===== src/rtl/i2s_pkg.sv =====
// ============================================================================
// i2s_pkg : shared defaults, stereo pair type and frame-rate helper for the
//           I2S transmitter.                                  Revision 1.0
// ============================================================================
`default_nettype none

package i2s_pkg;

   localparam int DEF_SAMPLE_WIDTH = 16;
   localparam int DEF_SLOT_WIDTH   = 32;
   localparam int DEF_BCLK_DIV     = 4;

   typedef struct packed {
      logic [DEF_SAMPLE_WIDTH-1:0] left;
      logic [DEF_SAMPLE_WIDTH-1:0] right;
   } stereo_pair_t;

   // One frame is 2 slots of SLOT bclk periods, each bclk period 2*DIV clocks.
   function automatic int unsigned fs_hz(input int unsigned clk_hz,
                                         input int unsigned bclk_div,
                                         input int unsigned slot_width);
      return clk_hz / (4 * bclk_div * slot_width);
   endfunction

endpackage

`default_nettype wire


===== src/rtl/i2s_tx_stereo_bclk_gen.sv =====
// ============================================================================
// i2s_bclk_gen : system-clock divider producing the registered bit clock and
//                a strobe marking the cycle before bclk falls.  Revision 1.0
// ============================================================================
`default_nettype none

module i2s_bclk_gen #(
   parameter int BCLK_DIV = 4
) (
   input  logic clk,
   input  logic reset,
   output logic bclk,
   output logic fall_evt
);

   localparam int                 CNT_W = (BCLK_DIV > 1) ? $clog2(BCLK_DIV) : 1;
   localparam logic [CNT_W-1:0]   TERM  = CNT_W'(BCLK_DIV - 1);

   logic [CNT_W-1:0] div_cnt;
   logic             terminal;

   assign terminal = (div_cnt == TERM);

   always_ff @(posedge clk) begin
      if (reset) begin
         div_cnt <= '0;
         bclk    <= 1'b0;
      end else if (terminal) begin
         div_cnt <= '0;
         bclk    <= ~bclk;
      end else begin
         div_cnt <= div_cnt + CNT_W'(1);
      end
   end

   // Registered consumers updating on this strobe change together with bclk's fall.
   assign fall_evt = terminal & bclk;

endmodule

`default_nettype wire


===== src/rtl/i2s_tx_stereo.sv =====
// ============================================================================
// i2s_tx_stereo : stereo I2S transmitter with one-entry holding register.
//                 Optional macro I2S_TX_UNDERRUN_CNT_EN adds underrun_count.
//                                                             Revision 1.0
// ============================================================================
`default_nettype none

module i2s_tx_stereo
   import i2s_pkg::*;
#(
   parameter int SAMPLE_WIDTH = DEF_SAMPLE_WIDTH,
   parameter int SLOT_WIDTH   = DEF_SLOT_WIDTH,
   parameter int BCLK_DIV     = DEF_BCLK_DIV
) (
   input  logic                    clk_25mhz,
   input  logic                    reset,
   input  logic [SAMPLE_WIDTH-1:0] sample_left,
   input  logic [SAMPLE_WIDTH-1:0] sample_right,
   input  logic                    sample_valid,
   output logic                    sample_ready,
   output logic                    audio_bclk,
   output logic                    audio_lrclk,
   output logic                    audio_din,
   output logic                    underrun
`ifdef I2S_TX_UNDERRUN_CNT_EN
   ,
   output logic [15:0]             underrun_count
`endif
);

   localparam int               FRAME_BITS = 2 * SLOT_WIDTH;
   localparam int               K_W        = (FRAME_BITS > 2) ? $clog2(FRAME_BITS) : 1;
   localparam logic [K_W-1:0]   K_LAST     = K_W'(FRAME_BITS - 1);
   localparam logic [K_W-1:0]   K_SLOT     = K_W'(SLOT_WIDTH);

   logic                    fall_evt;
   logic [K_W-1:0]          k;
   logic [K_W-1:0]          k_next;
   logic                    wrap;
   logic                    left_phase;
   logic                    underrun_set;

   logic                    hold_full;
   logic [SAMPLE_WIDTH-1:0] hold_left;
   logic [SAMPLE_WIDTH-1:0] hold_right;
   logic [SLOT_WIDTH-1:0]   left_sh;
   logic [SLOT_WIDTH-1:0]   right_sh;

   function automatic logic [SLOT_WIDTH-1:0] to_slot(input logic [SAMPLE_WIDTH-1:0] s);
      return SLOT_WIDTH'(s) << (SLOT_WIDTH - SAMPLE_WIDTH);
   endfunction

   i2s_bclk_gen #(
      .BCLK_DIV (BCLK_DIV)
   ) u_bclk_gen (
      .clk      (clk_25mhz),
      .reset    (reset),
      .bclk     (audio_bclk),
      .fall_evt (fall_evt)
   );

   always_comb begin
      k_next       = (k == K_LAST) ? '0 : k + K_W'(1);
      wrap         = fall_evt && (k == K_LAST);
      // Left bits occupy k=1..SLOT; k=0 still belongs to the previous right slot.
      left_phase   = (k_next != '0) && (k_next <= K_SLOT);
      underrun_set = wrap && !hold_full;
   end

   assign sample_ready = !hold_full;

   always_ff @(posedge clk_25mhz) begin
      if (reset) begin
         k           <= '0;
         audio_lrclk <= 1'b0;
      end else if (fall_evt) begin
         k           <= k_next;
         audio_lrclk <= (k_next >= K_SLOT);
      end
   end

   always_ff @(posedge clk_25mhz) begin
      if (reset) begin
         hold_full  <= 1'b0;
         hold_left  <= '0;
         hold_right <= '0;
      end else if (sample_valid && !hold_full) begin
         hold_full  <= 1'b1;
         hold_left  <= sample_left;
         hold_right <= sample_right;
      end else if (wrap) begin
         hold_full  <= 1'b0;
      end
   end

   always_ff @(posedge clk_25mhz) begin
      if (reset) begin
         audio_din <= 1'b0;
         left_sh   <= '0;
         right_sh  <= '0;
         underrun  <= 1'b0;
      end else begin
         underrun <= underrun_set;
         if (fall_evt) begin
            if (left_phase) begin
               audio_din <= left_sh[SLOT_WIDTH-1];
               left_sh   <= left_sh << 1;
            end else begin
               audio_din <= right_sh[SLOT_WIDTH-1];
               right_sh  <= right_sh << 1;
            end
            // The load overrides the shift: the outgoing right LSB was captured above.
            if (wrap) begin
               if (hold_full) begin
                  left_sh  <= to_slot(hold_left);
                  right_sh <= to_slot(hold_right);
               end else begin
                  left_sh  <= '0;
                  right_sh <= '0;
               end
            end
         end
      end
   end

`ifdef I2S_TX_UNDERRUN_CNT_EN
   always_ff @(posedge clk_25mhz) begin
      if (reset) begin
         underrun_count <= '0;
      end else if (underrun_set && (underrun_count != 16'hFFFF)) begin
         underrun_count <= underrun_count + 16'd1;
      end
   end
`endif

endmodule

`default_nettype wire


===== config.mk =====
export PLATFORM = sky130hd
export DESIGN_NAME = i2s_tx_stereo
export DESIGN_NICKNAME = d
export VERILOG_FILES = /design/src/rtl/i2s_pkg.sv /design/src/rtl/i2s_tx_stereo_bclk_gen.sv /design/src/rtl/i2s_tx_stereo.sv
export SDC_FILE = /design/constraint.sdc
export NUM_CORES = 1
export LEC_CHECK = 0
export CAP_MARGIN = 30
export CELL_PAD_IN_SITES_DETAIL_PLACEMENT = 1
export CELL_PAD_IN_SITES_GLOBAL_PLACEMENT = 1
export CORE_AREA = 8 8 106 108
export CTS_BUF_LIST = sky130_fd_sc_hd__clkbuf_4
export CTS_CLUSTER_SIZE = 20
export DETAILED_ROUTE_END_ITERATION = 6
export DIE_AREA = 0 0 114 116
export DONT_BUFFER_PORTS = 1
export PLACE_DENSITY = 0.69
export SYNTH_ARGS = -nofsm -noshare
export SYNTH_HDL_FRONTEND = slang
export SYNTH_SLANG_ARGS = --single-unit

===== constraint.sdc =====
create_clock -name clk_25mhz -period 2.3 [get_ports clk_25mhz]
set_input_delay 0.115 -clock clk_25mhz [delete_from_list [all_inputs] [get_ports clk_25mhz]]
set_output_delay 0.115 -clock clk_25mhz [all_outputs]
set_load 0.02 [all_outputs]

## Word level (Yosys, flattened, before mapping)

Index checks and enable logic that the tools add are counted.

- Bits in registers: 109
- Logic and storage cells: 41

- Add/subtract/negate cells: 2
- Magnitude comparators: 2
- Equal/unequal tests: 3
- Multiplexer cells: 10
- Bitwise operators: 2
- Reduce and logical (&&, ||, !) cells: 11

Operators with widths:

| kind | count |
|---|---|
| $mux W32 | 6 |
| $add A6 B1 Y6 const B | 1 |
| $eq A6 B6 Y1 const B | 1 |
| $ge A6 B6 Y1 const B | 1 |
| $le A6 B6 Y1 const B | 1 |
| $mux W6 | 1 |
| $reduce_bool A6 Y1 | 1 |
| $logic_and A1 B1 Y1 | 4 |
| $reduce_and A2 Y1 | 2 |
| $reduce_bool A2 Y1 | 2 |
| $mux W1 | 3 |
| $add A2 B1 Y2 const B | 1 |
| $eq A2 B2 Y1 const B | 1 |
| $ne A2 B2 Y1 const B | 1 |
| $reduce_or A2 Y1 | 1 |
| $and A1 B1 Y1 | 1 |
| $logic_not A1 Y1 | 1 |
| $not A1 Y1 | 1 |

## Depth between registers and ports, before layout

- Depth in word-level cells: 6
- Depth in mapped cells: 8

## Hierarchy

Synthesis repeated with hierarchy kept, for this count alone.

- Cells, all modules: 401
- Area total of the unflattened synthesis: 3311.9 um^2

By module, submodules not included:

| module | instances | cells an instance | area each (um^2) | sequential area each (um^2) |
|---|---|---|---|---|
| i2s_tx_stereo | 1 | 392 | 3206.8 | 1481.4 |
| i2s_bclk_gen | 1 | 9 | 105.1 | 60.1 |

## Least setup slack after synthesis

Ideal clock, no wire load.

- Path kind: register to register
- Start point: reg k[0]
- End point: reg right_sh[22]
- Arrival: 1.898 ns
- Data required time: 2.179 ns
- Setup slack: 0.281 ns
- Cell stages (with the launch flop): 7
- Clock period less this slack: 2.019 ns
- Cell sequence: dfxtp_1 -> ha_1 -> nor3b_4 -> o2bb2ai_4 -> mux2_4 -> buf_12 -> mux2_4

- Longest elaborated chain between the ends: 6
- Elaborated cells between the ends (all ways): 10
- Those cells by class: add/sub: 1; order compare: 1; eq/ne: 2; mux: 2; reduce/logical: 4

RTL lines:

| element | line | text |
|---|---|---|
| start: declaration | i2s_tx_stereo.sv:37 | `logic [K_W-1:0] k;` |
| start signal: assignment | i2s_tx_stereo.sv:77 | `k <= k_next;` |
| $add A6 B1 Y6 / $eq A6 B6 Y1 (equally long branches) | i2s_tx_stereo.sv:63, i2s_tx_stereo.sv:64 |  |
| $mux W6 | i2s_tx_stereo.sv:63 | `k_next = (k == K_LAST) ? '0 : k + K_W'(1);` |
| $le A6 B6 Y1 / $reduce_bool A6 Y1 (equally long branches) | i2s_tx_stereo.sv:66 | `left_phase = (k_next != '0) && (k_next <= K_SLOT);` |
| $logic_and A1 B1 Y1 | i2s_tx_stereo.sv:66 |  |
| $ne A2 B2 Y1 (no source line) | -- |  |
| $reduce_and A2 Y1 (no source line) | -- |  |
| end signal: assignment | i2s_tx_stereo.sv:110 | `right_sh <= right_sh << 1;` |
| end signal: assignment | i2s_tx_stereo.sv:116 | `right_sh <= to_slot(hold_right);` |
| end: declaration | i2s_tx_stereo.sv:47 | `logic [SLOT_WIDTH-1:0] right_sh;` |

Parallel ways exist; a longest one is shown, timed or not.
A chain may end at the register's enable or synchronous reset.

## Worst setup path in the final report

- Start point: reg k[0]
- End point: reg right_sh[31]

The elaborated chain is that of the path after synthesis.

==> metrics.txt <==
Worst Path Max Fanout 16; Worst slew margin 72.7%; FF-to-FF End right_sh[31]; vias in the first global route 3330; EDFF count, synth 0; Worst Path Required 2.59 ns; Yosys reg bits 77; max cap viols 0; Starting Density 38.9%; Synth warnings 0; DRC violations left 0; FP Rows 36; Reg-to-Reg Start k[0]; ANT cells 0; # clock sinks 77; DRT iter0 DRCs 133; crit path kind reg -> reg; Core Region 9550 sq um; Die Y 116 microns; Crit-path slowest cell dfxtp_1; fraction of registers with async set/reset 0%; grt ovf 0; # nets final 489; final setup fails 0; Final Total Pwr 2.22 mW; wirelength, routed 9670 microns; VDD IR-drop max 0.258 mV; die area 13200 sq um; Syn Inst Count 437; slowest stage delay, CP 0.45 ns; critical path's top delay family multiplexers; Port Buf Inserts 0; Via density 5.27; Clock transition at path regs 0.12 ns; library cells used by synthesis 42; CP cell instances ha_2, nor3b_4, o2bb2ai_4, mux2_4, mux2_1; I/O Pins 40; synthesis-to-layout area growth 13.8%; run status finished clean; slack of the worst reg-to-reg path 0.18 ns; Placed Cells incl. Taps 539; Final min period 2.12 ns; htree depth 3; Worst Hold End k[2]; total number of vias 3091; hold path depth 2; period utilization 92.1%; largest net degree at the start of global routing 105; Fin Setup TNS 0 ns; final hold vios 0; Wirelength per Cell 16.5 microns; Die Width 114 microns; dpl hpwl 5790 microns; Setup crit end kind register; clock buffer depth 2; post-route antenna net violation count 0; fin. max-slew vios 0; CP bufs+invs 0; f_max 472 MHz; startpoint types register; routability cong. 0.783; worst-skew pair later-pin latency 0.41 ns; initial antenna violation count 0; Pleak 1.52 nW; crit path DAT 2.41 ns; Min-Delay Path Class in -> reg; CTS root buf clkbuf_4; first-pass GRT wire length 16500 microns; Worst-Margin Slew 0.408 ns; sequential cell area fraction in the yosys report 41.5%; Syn Area/Cell 8.51 sq um; CTS Buf Count 9; Final Instance Count excl. Fillers 586; worst hold path startpoint reset; layout cells sized above 1 13.9%; ys flop type dfxtp_1; DP Area 3770 sq um; CTS tree built; design area 4230 sq um; Worst Skew 0.0146 ns; RSZ-0062 raised after global routing no; DRT Pass-1 Iters 4; Cell Area, Synth 3720 sq um; worst hold slack 0.113 ns; pwr/cell area 526 nW/um^2; Worst R2R Path Depth 5; total track usage 15.3%; Synth Net Count 474
==> power breakdown <==
| group | switching, mW | total (mW) | internal, mW |
|---|---|---|---|
| clock | 0.438 | 0.634 | 0.196 |
| combinational | 0.112 | 0.196 | 0.0841 |
| sequential | 0.0228 | 1.40 | 1.37 |
==> stage by stage <==
step	utilization, %	setup WS, ns
final	44.3	0.181
after floorplan	-	0.281
after detailed placement	39.5	0.136
after global placement	39.5	0.235
after global routing	44.3	0.0648
after CTS	44.3	0.108
==> synth_stat cells, drive strengths merged (3+ instances only) <==
master | number | area [sq um]
clkbuf | 29 | 109
mux2 | 31 | 424
nor3b | 3 | 33.8
o21ai | 33 | 165
nand3 | 5 | 25.0
nor4 | 3 | 18.8
nand2 | 74 | 278
nand4 | 31 | 194
a21oi | 67 | 335
buf | 16 | 109
o21a | 4 | 30.0
nor2 | 6 | 22.5
dfxtp | 77 | 1540
nor2b | 31 | 194
==> flip-flops by register name, summed over array words and instances, names as in the netlist <==
name	count
u_bclk_gen.bclk	1
u_bclk_gen.div_cnt	2
audio_lrclk	1
right_sh	16
hold_full	1
underrun	1
hold_right	16
k	6
hold_left	16
audio_din	1
left_sh	16
==> placed cells by master (no fill, tap or decap), types with 3 or more instances in the layout <==
cell           instances
mux2_2                10
nand3_1                5
dfxtp_1               77
dlygate4sd3_1         34
a21oi_1               67
buf_4                 14
nand4_1               31
o21ai_0               33
nor4_1                 3
nor2b_1               30
mux2_4                20
nand2_1               74
o21a_1                 4
nor2_1                 6
clkbuf_4               9
==> timing repair <==
item	in CTS	in global routing
setup buffers	0	0
gates resized for setup	0	1
hold endpoints to repair	77	0
setup endpoints to repair	0	1
hold buffers	35	0
==> logic make-up (layout without fill, tap and decap cells) <==
logic type,count (synthesis),count (layout),synth area share (%)
compound gates,113,113,17.0
xor+xnor,3,3,0.707
fa+ha+maj,2,2,0.673
buf+inv,47,63,6.06
flops,77,77,41.5
mux,31,31,11.4
simple gates,164,164,22.7
==> worst max-delay path by stage <==
stage	from	endpoint	depth (start not counted)
after global routing	k[0]	right_sh[31]	5
after global placement	k[0]	right_sh[31]	5
after detailed placement	k[0]	right_sh[31]	5
after floorplan	k[0]	right_sh[22]	6
after CTS	k[1]	right_sh[31]	5
final	k[0]	right_sh[31]	5
==> layout make-up <==
class	count	area, sq um
fillers	1128	5320
multi-input cells	313	1960
flip-flops and latches	77	1540
repair buffers	49	473
well taps	133	166
clock buffers	9	67.6
clock inverters	3	17.5
inverters	2	7.51
==> metal layers <==
metal | up-vias | GRT usage, % | wire length (microns)
li1 | 1548 | - | -
met1 | 1494 | 18.5 | 4540
met2 | 36 | 26.7 | 4730
met3 | 13 | 3.39 | 271
met4 | 0 | 4.35 | 131
met5 | - | 0 | 0
No activity file was read; power rests on OpenSTA's default activity.
